`src/rtl/ifu_pkg.sv`:
```
// Shared types and constants for the instruction fetch unit.
//   state_e       : fetch sequencer states
//   fetch_entry_t : one fetch queue entry {pc, instr}
package ifu_pkg;

    localparam int unsigned INST_W = 32;
    localparam logic [INST_W-1:0] PC_INC = 32'd4;

    typedef enum logic [1:0] {
        StIdle,
        StRun,
        StDrain,
        StHalt
    } state_e;

    typedef struct packed {
        logic [INST_W-1:0] pc;
        logic [INST_W-1:0] instr;
    } fetch_entry_t;

endpackage

```
`src/rtl/ifu_fetch_fifo.sv`:
```
// Circular fetch queue of DEPTH entries (DEPTH a power of two, >= 2).
// Ports:
//   clk, reset      : clock, asynchronous active-low reset
//   push, push_data : write one entry at the tail
//   pop             : drop the head entry (ignored while empty)
//   flush           : discard all entries and rewind both pointers
//   head            : head entry, all zeros while empty
//   count           : number of valid entries
//   full            : count == DEPTH
module ifu_fetch_fifo
    import ifu_pkg::*;
#(
    parameter int unsigned DEPTH = 2,
    localparam int unsigned AW = $clog2(DEPTH),
    localparam int unsigned CW = $clog2(DEPTH + 1)
) (
    input  logic         clk,
    input  logic         reset,
    input  logic         push,
    input  fetch_entry_t push_data,
    input  logic         pop,
    input  logic         flush,
    output fetch_entry_t head,
    output logic [CW-1:0] count,
    output logic         full
);

    fetch_entry_t  mem_q [DEPTH];
    logic [AW-1:0] wr_ptr_q, rd_ptr_q;
    logic [CW-1:0] count_q, count_d;
    logic          do_push, do_pop;

    assign full    = (count_q == CW'(DEPTH));
    assign do_pop  = pop & (count_q != '0);
    // A push into a full queue is only legal when the head leaves the same cycle.
    assign do_push = push & ~flush & (~full | do_pop);

    always_comb begin
        count_d = count_q;
        if (flush) begin
            count_d = '0;
        end else if (do_push && !do_pop) begin
            count_d = count_q + CW'(1);
        end else if (!do_push && do_pop) begin
            count_d = count_q - CW'(1);
        end
    end

    always_ff @(posedge clk or negedge reset) begin
        if (!reset) begin
            wr_ptr_q <= '0;
            rd_ptr_q <= '0;
            count_q  <= '0;
        end else begin
            count_q <= count_d;
            if (flush) begin
                wr_ptr_q <= '0;
                rd_ptr_q <= '0;
            end else begin
                if (do_push) wr_ptr_q <= wr_ptr_q + AW'(1);
                if (do_pop)  rd_ptr_q <= rd_ptr_q + AW'(1);
            end
        end
    end

    // Storage needs no reset: the head is gated by count.
    always_ff @(posedge clk) begin
        if (do_push) mem_q[wr_ptr_q] <= push_data;
    end

    assign head  = (count_q != '0) ? mem_q[rd_ptr_q] : '0;
    assign count = count_q;

endmodule

```
`src/rtl/ifu_fetch_ctrl.sv`:
```
// Fetch sequencer: owns the PC, addresses the combinational instruction
// memory, queues {pc, instr} pairs and hands them to decode.
// Ports:
//   clk, reset                  : clock, asynchronous active-low reset
//   start                       : begin fetching from RESET_PC (IDLE/HALT only)
//   redirect_valid, redirect_pc : taken branch/jump, flushes the queue
//   imem_pc, imem_instr         : instruction memory address / same-cycle data
//   inst_valid, inst_ready      : decode handshake
//   inst_code, inst_pc          : head instruction and its PC (0 when empty)
//   halted                      : high in HALT
module ifu_fetch_ctrl
    import ifu_pkg::*;
#(
    parameter logic [31:0] RESET_PC = 32'h0000_0000,
    parameter logic [31:0] PC_LIMIT = 32'h0000_0020,
    parameter int unsigned DEPTH    = 2
) (
    input  logic        clk,
    input  logic        reset,
    input  logic        start,
    input  logic        redirect_valid,
    input  logic [31:0] redirect_pc,
    output logic [31:0] imem_pc,
    input  logic [31:0] imem_instr,
    output logic        inst_valid,
    input  logic        inst_ready,
    output logic [31:0] inst_code,
    output logic [31:0] inst_pc,
    output logic        halted
);

    localparam int unsigned CW = $clog2(DEPTH + 1);

    state_e        state_q, state_d;
    logic [31:0]   pc_q, pc_d;
    logic          push, pop, flush, full;
    logic [CW-1:0] count;
    fetch_entry_t  head, push_data;

    assign push_data = '{pc: pc_q, instr: imem_instr};
    assign pop       = inst_valid & inst_ready;

    always_comb begin
        state_d = state_q;
        pc_d    = pc_q;
        push    = 1'b0;
        flush   = 1'b0;
        // Redirect overrides everything except IDLE, where fetch has not begun.
        if (redirect_valid && state_q != StIdle) begin
            flush   = 1'b1;
            pc_d    = {redirect_pc[31:2], 2'b00};
            state_d = StRun;
        end else begin
            case (state_q)
                StIdle: begin
                    if (start) begin
                        pc_d    = RESET_PC;
                        state_d = StRun;
                    end
                end
                StRun: begin
                    if (pc_q >= PC_LIMIT) begin
                        state_d = StDrain;
                    end else if (!full || pop) begin
                        push = 1'b1;
                        pc_d = pc_q + PC_INC;
                    end
                end
                StDrain: begin
                    if (count == '0 || (count == CW'(1) && pop)) state_d = StHalt;
                end
                StHalt: begin
                    if (start) begin
                        pc_d    = RESET_PC;
                        state_d = StRun;
                    end
                end
                default: state_d = StIdle;
            endcase
        end
    end

    always_ff @(posedge clk or negedge reset) begin
        if (!reset) begin
            state_q <= StIdle;
            pc_q    <= RESET_PC;
        end else begin
            state_q <= state_d;
            pc_q    <= pc_d;
        end
    end

    ifu_fetch_fifo #(
        .DEPTH(DEPTH)
    ) u_fifo (
        .clk      (clk),
        .reset    (reset),
        .push     (push),
        .push_data(push_data),
        .pop      (pop),
        .flush    (flush),
        .head     (head),
        .count    (count),
        .full     (full)
    );

    assign imem_pc    = pc_q;
    assign inst_valid = (count != '0);
    assign inst_code  = head.instr;
    assign inst_pc    = head.pc;
    assign halted     = (state_q == StHalt);

endmodule

```
`config.mk`:
```
export PLATFORM = sky130hd
export DESIGN_NAME = ifu_fetch_ctrl
export DESIGN_NICKNAME = d
export VERILOG_FILES = /design/src/rtl/ifu_pkg.sv /design/src/rtl/ifu_fetch_fifo.sv /design/src/rtl/ifu_fetch_ctrl.sv
export SDC_FILE = /design/constraint.sdc
export NUM_CORES = 1
export LEC_CHECK = 0
export ABC_AREA = 1
export BUFFER_PORTS_ARGS = -buffer_cell sky130_fd_sc_hd__buf_4
export CORE_MARGIN = 10
export CORE_UTILIZATION = 40
export CTS_CLUSTER_DIAMETER = 120
export CTS_CLUSTER_SIZE = 25
export DETAILED_ROUTE_END_ITERATION = 16
export SLEW_MARGIN = 10
export SYNTH_ARGS = -nofsm -noshare
export SYNTH_HDL_FRONTEND = slang
export SYNTH_SLANG_ARGS = --single-unit
```
`constraint.sdc`:
```
create_clock -name clk -period 6 [get_ports clk]
set_input_delay 0 -clock clk [delete_from_list [all_inputs] [get_ports clk]]
set_output_delay 0 -clock clk [all_outputs]
set_load 0.005 [all_outputs]
```
# ---- Word-level counts from Yosys, hierarchy flattened
# Memories as Yosys holds them, arrays and structs flattened.
# Cells that the tools add are included.
# W data, S select, Z words.
dict set report op_classes {
  muxes 25
  order_cmp 1
  n_bitwise 7
  n_eq_ne 10
  reduce_logical 20
  n_addsub 5
}
# cell n
set ops {}
lappend ops {{$mux W32} 4}
lappend ops {{$mux W64} 1}
lappend ops {{$pmux W32 S2} 1}
lappend ops {{$add A32 B3 Y32 const B} 1}
lappend ops {{$ge A32 B6 Y1 const B} 1}
lappend ops {{$mux W2} 7}
lappend ops {{$ne A3 B3 Y1 const B} 4}
lappend ops {{$mux W1} 11}
lappend ops {{$reduce_bool A2 Y1} 4}
lappend ops {{$eq A2 B2 Y1 const B} 3}
lappend ops {{$pmux W2 S3} 1}
lappend ops {{$reduce_bool A3 Y1} 2}
lappend ops {{$and A1 B1 Y1} 4}
lappend ops {{$eq A2 B1 Y1 const B} 2}
lappend ops {{$logic_and A1 B1 Y1} 4}
lappend ops {{$logic_not A2 Y1} 2}
lappend ops {{$reduce_and A4 Y1} 1}
lappend ops {{$logic_not A1 Y1} 3}
lappend ops {{$ne A3 B1 Y1 const B} 1}
lappend ops {{$reduce_and A3 Y1} 1}
lappend ops {{$add A1 B1 Y1 const B} 2}
lappend ops {{$add A2 B1 Y2 const B} 1}
lappend ops {{$logic_or A1 B1 Y1} 2}
lappend ops {{$not A1 Y1} 2}
lappend ops {{3 further kinds} 3}
dict set report totals {
  ram_bits 128
  memories 1
  register_bits 38
  out_inout_bits 98
}
# name depth word_bits rd rd_clocked_by_memory_dff write_ports line_no
set memory_table {}
lappend memory_table {u_fifo.mem_q 2 64 1 0 1 ifu_fetch_fifo.sv:28} ;# fetch_entry_t mem_q [DEPTH];

# ---- Depth between registers and ports, before layout
dict set report logic_depth {
  depth_word 14
  depth_mapped 11
  depth_no_buf 10
}

# ---- Modules after synthesis
# From an unflattened synthesis, not the netlist that was laid out.
dict set report hier_totals {
  hier_cells 591
  hier_area_um2 6922.9
}
# mod area_each_um2 cells_each n_inst
set by_module_without_submodules {}
lappend by_module_without_submodules {ifu_fetch_fifo 5287.6 381 1}
lappend by_module_without_submodules {ifu_fetch_ctrl 1635.3 210 1}

# ---- Least setup slack after synthesis
# Ideal clock, no wire load.
dict set report synth_timing {
  path_type {register -> register}
  from {register state_q[0]}
  to {memory u_fifo.mem_q[1][0] in the netlist's numbering, enable pin}
  stages_incl_launch_ff 7
  setup_ns 0.484
  arrival_time_ns 3.736
  path_slack_ns 1.780
  required_time_ns 5.516
  n_path_buf 0
  cell_sequence {dfrtp_1 -> inv_1 -> ha_1 -> nor2_4 -> nor2_1 -> nand3_1 -> nor2_1}
}
dict set report synth_between {
  elab_chain_len 8
  word_cells_on_any_way 11
  classes_between {eq/ne: 1; mux: 5; bitwise: 3; reduce/logical: 2}
}
# item line_no
set synth_rtl {}
lappend synth_rtl {{from (decl)} ifu_fetch_ctrl.sv:34} ;# state_e state_q, state_d;
lappend synth_rtl {{from (signal assigned)} ifu_fetch_ctrl.sv:85} ;# state_q <= StIdle;
lappend synth_rtl {{from (signal assigned)} ifu_fetch_ctrl.sv:88} ;# state_q <= state_d;
lappend synth_rtl {{branches (longest 4 deep; another with $eq A2 B1 Y1)} --}
lappend synth_rtl {{$and A1 B1 Y1 (*) (2 in a row)} ifu_fetch_fifo.sv:36} ;# assign do_push = push & ~flush & (~full | do_pop);
lappend synth_rtl {{$mux W1 (*)} ifu_fetch_fifo.sv:68} ;# if (do_push) mem_q[wr_ptr_q] <= push_data;
lappend synth_rtl {{$mux W1 (implied by the code) (*)} ifu_fetch_fifo.sv:68}
lappend synth_rtl {{to (decl)} ifu_fetch_fifo.sv:28}
# Mark *: on every way between the ends.

# ---- Worst setup path after layout
dict set report layout_timing {
  from {register u_fifo.count_q[0], in the netlist u_fifo.count[0]}
  to {memory u_fifo.mem_q[0][28] in the netlist's numbering, enable pin}
}
dict set report layout_between {
  elab_chain_len 11
  word_cells_on_any_way 16
  classes_between {eq/ne: 1; mux: 6; bitwise: 6; reduce/logical: 3}
}
# item line_no
set layout_rtl {}
lappend layout_rtl {{from (decl)} ifu_fetch_fifo.sv:30} ;# logic [CW-1:0] count_q, count_d;
lappend layout_rtl {{from (signal assigned)} ifu_fetch_fifo.sv:55} ;# count_q <= count_d;
lappend layout_rtl {{$eq A2 B2 Y1 or $reduce_bool A2 Y1 (tied branches)} {ifu_fetch_fifo.sv:33, ifu_fetch_fifo.sv:34, ifu_fetch_ctrl.sv:108}}
lappend layout_rtl {{$logic_not A1 Y1 or $and A1 B1 Y1 (tied branches)} {ifu_fetch_ctrl.sv:64, ifu_fetch_ctrl.sv:41}}
lappend layout_rtl {{$logic_or A1 B1 Y1} ifu_fetch_ctrl.sv:64} ;# end else if (!full || pop) begin
lappend layout_rtl {{$mux W1} ifu_fetch_ctrl.sv:64}
lappend layout_rtl {{$mux W1} ifu_fetch_ctrl.sv:62} ;# if (pc_q >= PC_LIMIT) begin
lappend layout_rtl {{$mux W1} ifu_fetch_ctrl.sv:54} ;# case (state_q)
lappend layout_rtl {{$mux W1} ifu_fetch_ctrl.sv:49} ;# if (redirect_valid && state_q != StIdle) begin
lappend layout_rtl {{$and A1 B1 Y1} ifu_fetch_fifo.sv:36}
lappend layout_rtl {{$and A1 B1 Y1 (*)} ifu_fetch_fifo.sv:36}
lappend layout_rtl {{$mux W1 (*)} ifu_fetch_fifo.sv:68}
lappend layout_rtl {{$mux W1 (implied by the code) (*)} ifu_fetch_fifo.sv:68}
# Every way passes the cells marked *; elsewhere a longest branch is shown, timed or not.

==> results.md <==
* Area leader, netlist: edfxtp_1
* # diodes at 0
* Synthesis-to-layout area growth at 40.47%
* Crit path launch: u_fifo.count[0]
* Area contributors post-synth: edfxtp_1, dfrtp_1, nor2_1, nand2_1, o21ai_0
* Starting Density at 40.53%
* Fin. Hold Viols at 0
* Reg2reg start: u_fifo.count[0]
* Routability cong. at 0.7864
* Post-DP Area at 7790 sq um
* Synth top area share at 58.05%
* Clock Pin Slew Worst Setup and Hold Paths at 60 ps
* Period minus WS final at 3783 ps
* Largest net degree at the start of global routing at 65
* Ys async rst share at 22.50%
* Routed wire length at 16.88 mm
* Dpl cells at 917
* Largest family of logic cells by synthesized area: simple AND/OR/NAND/NOR gates
* Max_cap viols at 0
* Pre-antenna DRT Iters at 5
* Post-synth EDFFs at 124
* Switching portion of total power at 34.65%
* Post-Syn Area at 6415 sq um
* Gr ovfl total at 0
* Total track usage at 15.71%
* Fin crit share at 63.06%
* Pwr dens at 454.3 nW/um^2
* Critical Path Start Type: register
* Primary FF master, synth: edfxtp_1
* Synth unique cells at 24
* RSZ-0062 raised after global routing: false
* Synth warn at 0
* Simple-gate share of the synthesized area at 16.72%
* F_max at 264.3 MHz
* Status: complete, no violations
* Pre-CTS setup slack at 2067 ps
* Port buffer count at 160
* DRT antenna net count at 0
* Worst slew pin tran at 1112 ps
* CTS Buf Count at 17
* TritonCTS clock tree: done
* Adder-cell area share of the yosys netlist at 1.755%
* Initial DRC count at 343
* Total core area at 15830 sq um
* Overall power at 4.093 mW
* Total negative slack at 0 ps
* Hold Crit Start: start
* Critical Path Slowest Stage Cell: nor2_4
* H-tree lvl count at 4
* Combinational Power Share at 35.9%
* Worst path max stage delay at 810 ps
* Clock share of power at 26.1%
* Bufs on Longest Clock Path at 2
* CTS root buf: clkbuf_16
* Syn avg cell area at 11.37 sq um
* Critical Path AT at 3850 ps
* Hold/Removal Path Class: in2reg
* CP Data Required Time at 6060 ps
* DRC viols at 0
* Most used cell, CP: nand2_1
* First-pass GRT wire length at 26.65 mm
* Layout cells sized above 1 at 25.60%
* Yosys reg bits at 160
* Routed vias/inst at 4.692
* Worst path buffer plus inverter count at 3
* Avg WL per Cell at 16.66 microns
* Sequential share of the synthesized area at 72.09%
* I/O pin count at 167
* Crit path max-delay family: simple AND/OR/NAND/NOR gates
* Max-slew violations at 0
* Clk_lat worst skew at 420 ps
* Met1 usage at 19.18%
* Final Setup Violations at 0
* Die height at 146.6 microns
* Cells after Synth at 564
* Final Cell Area at 9011 sq um
* Global route hottest layer: met2
* Worst-path fanout max at 64
* Leak at 3.822 nW
* Site Rows at 46
* CP Capture Type: register
* Initial antenna violation count at 0
* Vias in the first global route at 4875
* Relative slew slack at 25.85%
* Met3 Use GR at 5.346%
* Flop pwr share at 38.0%
* Clk sink count at 160
* Dpl hpwl at 10.67 mm
* Int Power at 2.675 mW
* Crit Path Class: reg2reg
* Post-Synth XOR/XNOR Area at 0.1365%
* Sw Pwr at 1.418 mW
* Non-Filler Instances at 1013
* CP Cell Sequence: inv_1 -> ha_1 -> inv_2 -> nand2_1 -> nand2_1 -> nand3_1 -> nor2_4 -> buf_4
* Die Wd at 146.6 microns
* Mux cell area share after synthesis at 0%
* Core Util, Final at 56.93%
* Final WS setup at 2217 ps
* Met2 GRT Util at 25.66%
* Synth Area in Compound Gates at 6.027%
* Full die area at 21500 sq um
* Vias at 4753
* Post-Route Skew at 8.202 ps
* Layout Nets at 862
* Fin Hold WS at 91.23 ps
* Max VDD drop at 279.2 uV
==> flip-flops by register name, summed over array words and instances, names as in the netlist <==
name and cells:
imem_pc 30, u_fifo.count 2, u_fifo.wr_ptr_q 1, u_fifo.mem_q 124, state_q 2, u_fifo.rd_ptr_q 1
==> power by group through the flow <==
stage	Clock (mW)	Combinational, mW	Sequential [mW]
finish	1.07	1.47	1.56
global route	1.14	1.65	1.58
CTS	1.09	1.51	1.56
detailed placement	0	1.47	1.58
global placement	0	1.44	1.56
floorplan	0	0.767	1.49
==> routing by layer <==
layer	vias up	routed length [microns]
met4	0	256
met5	-	0
li1	2325	-
met2	168	8246
met1	2237	7190
met3	23	1186
==> path summary, 6_finish.rpt <==
path / to / cells after the start / slack, ps
hold reg to reg: u_fifo.mem_q[1][46] / 0 / 530
max in group asynchronous: u_fifo.rd_ptr_q / 2 / 5520
setup reg to reg: u_fifo.mem_q[0][28] / 8 / 2220
hold / removal: state_q[1] / 6 / 90
min in group asynchronous: imem_pc[8] / 2 / 100
setup / recovery: u_fifo.mem_q[0][28] / 8 / 2220
==> repair_timing <==
item	in CTS	in global routing
hold buffers	64	0
hold endpoints to repair	131	0
buffers inserted	0	0
gates resized for setup	0	0
==> layout make-up <==
| type | instances | area, sq um |
|---|---|---|
| inverters | 16 | 60.06 |
| flip-flops and latches | 160 | 4626 |
| clock buffers | 21 | 440.4 |
| well taps | 216 | 270.3 |
| clock inverters | 11 | 140.1 |
| repair buffers | 227 | 1864 |
| multi-input cells | 362 | 1610 |
| fillers | 1319 | 6817 |
==> kinds of logic (layout without fill, tap and decap cells) <==
kind of cell | count (synthesis) | count (layout)
xor gates and xnor gates | 1 | 1
adders and majority gates | 9 | 9
DFF | 160 | 160
AOI/OAI and AO/OA | 75 | 75
buffers and inverters | 45 | 275
other | 1 | 4
and+or+nand+nor | 273 | 273
==> cells in the mapped netlist (2+ instances only) <==
library cell and number:
buf_6 3, edfxtp_1 124, or2_1 2, dfrtp_1 36, o21ai_0 67, inv_2 2
nand4_1 3, nor2_1 147, inv_1 13, nor2_4 2, clkbuf_1 21, a21oi_1 5
nand3_1 7, o21ai_2 3, ha_1 9, nand2_1 109, buf_4 4
==> worst min-delay path, cell delays in order <==
cell and delay [ps]:
buf_4 80, nor2_1 30, nand2_1 70, nand3_1 130, nand2_1 80, o21ai_0 70
==> cell usage in the layout (no fill, tap or decap) <==
cell type and n:
nand4_1 3, nand2_2 1, nor3_1 1, bufinv_16 3, ha_1 9, clkinv_2 4
inv_2 3, edfxtp_1 124, dfrtp_1 35, nor2_4 4, clkbuf_1 4, nand3_1 7
dlygate4sd3_1 64, nand2_4 1, o21ai_2 3, inv_1 13, conb_1 4, a21oi_1 5
nor2_1 145, dfrtp_2 1, xnor2_1 1, nand2_1 109, clkinvlp_4 4, o21ai_0 67
clkbuf_16 17, buf_4 163, or2_1 2
(Power assumes the default switching activity.)
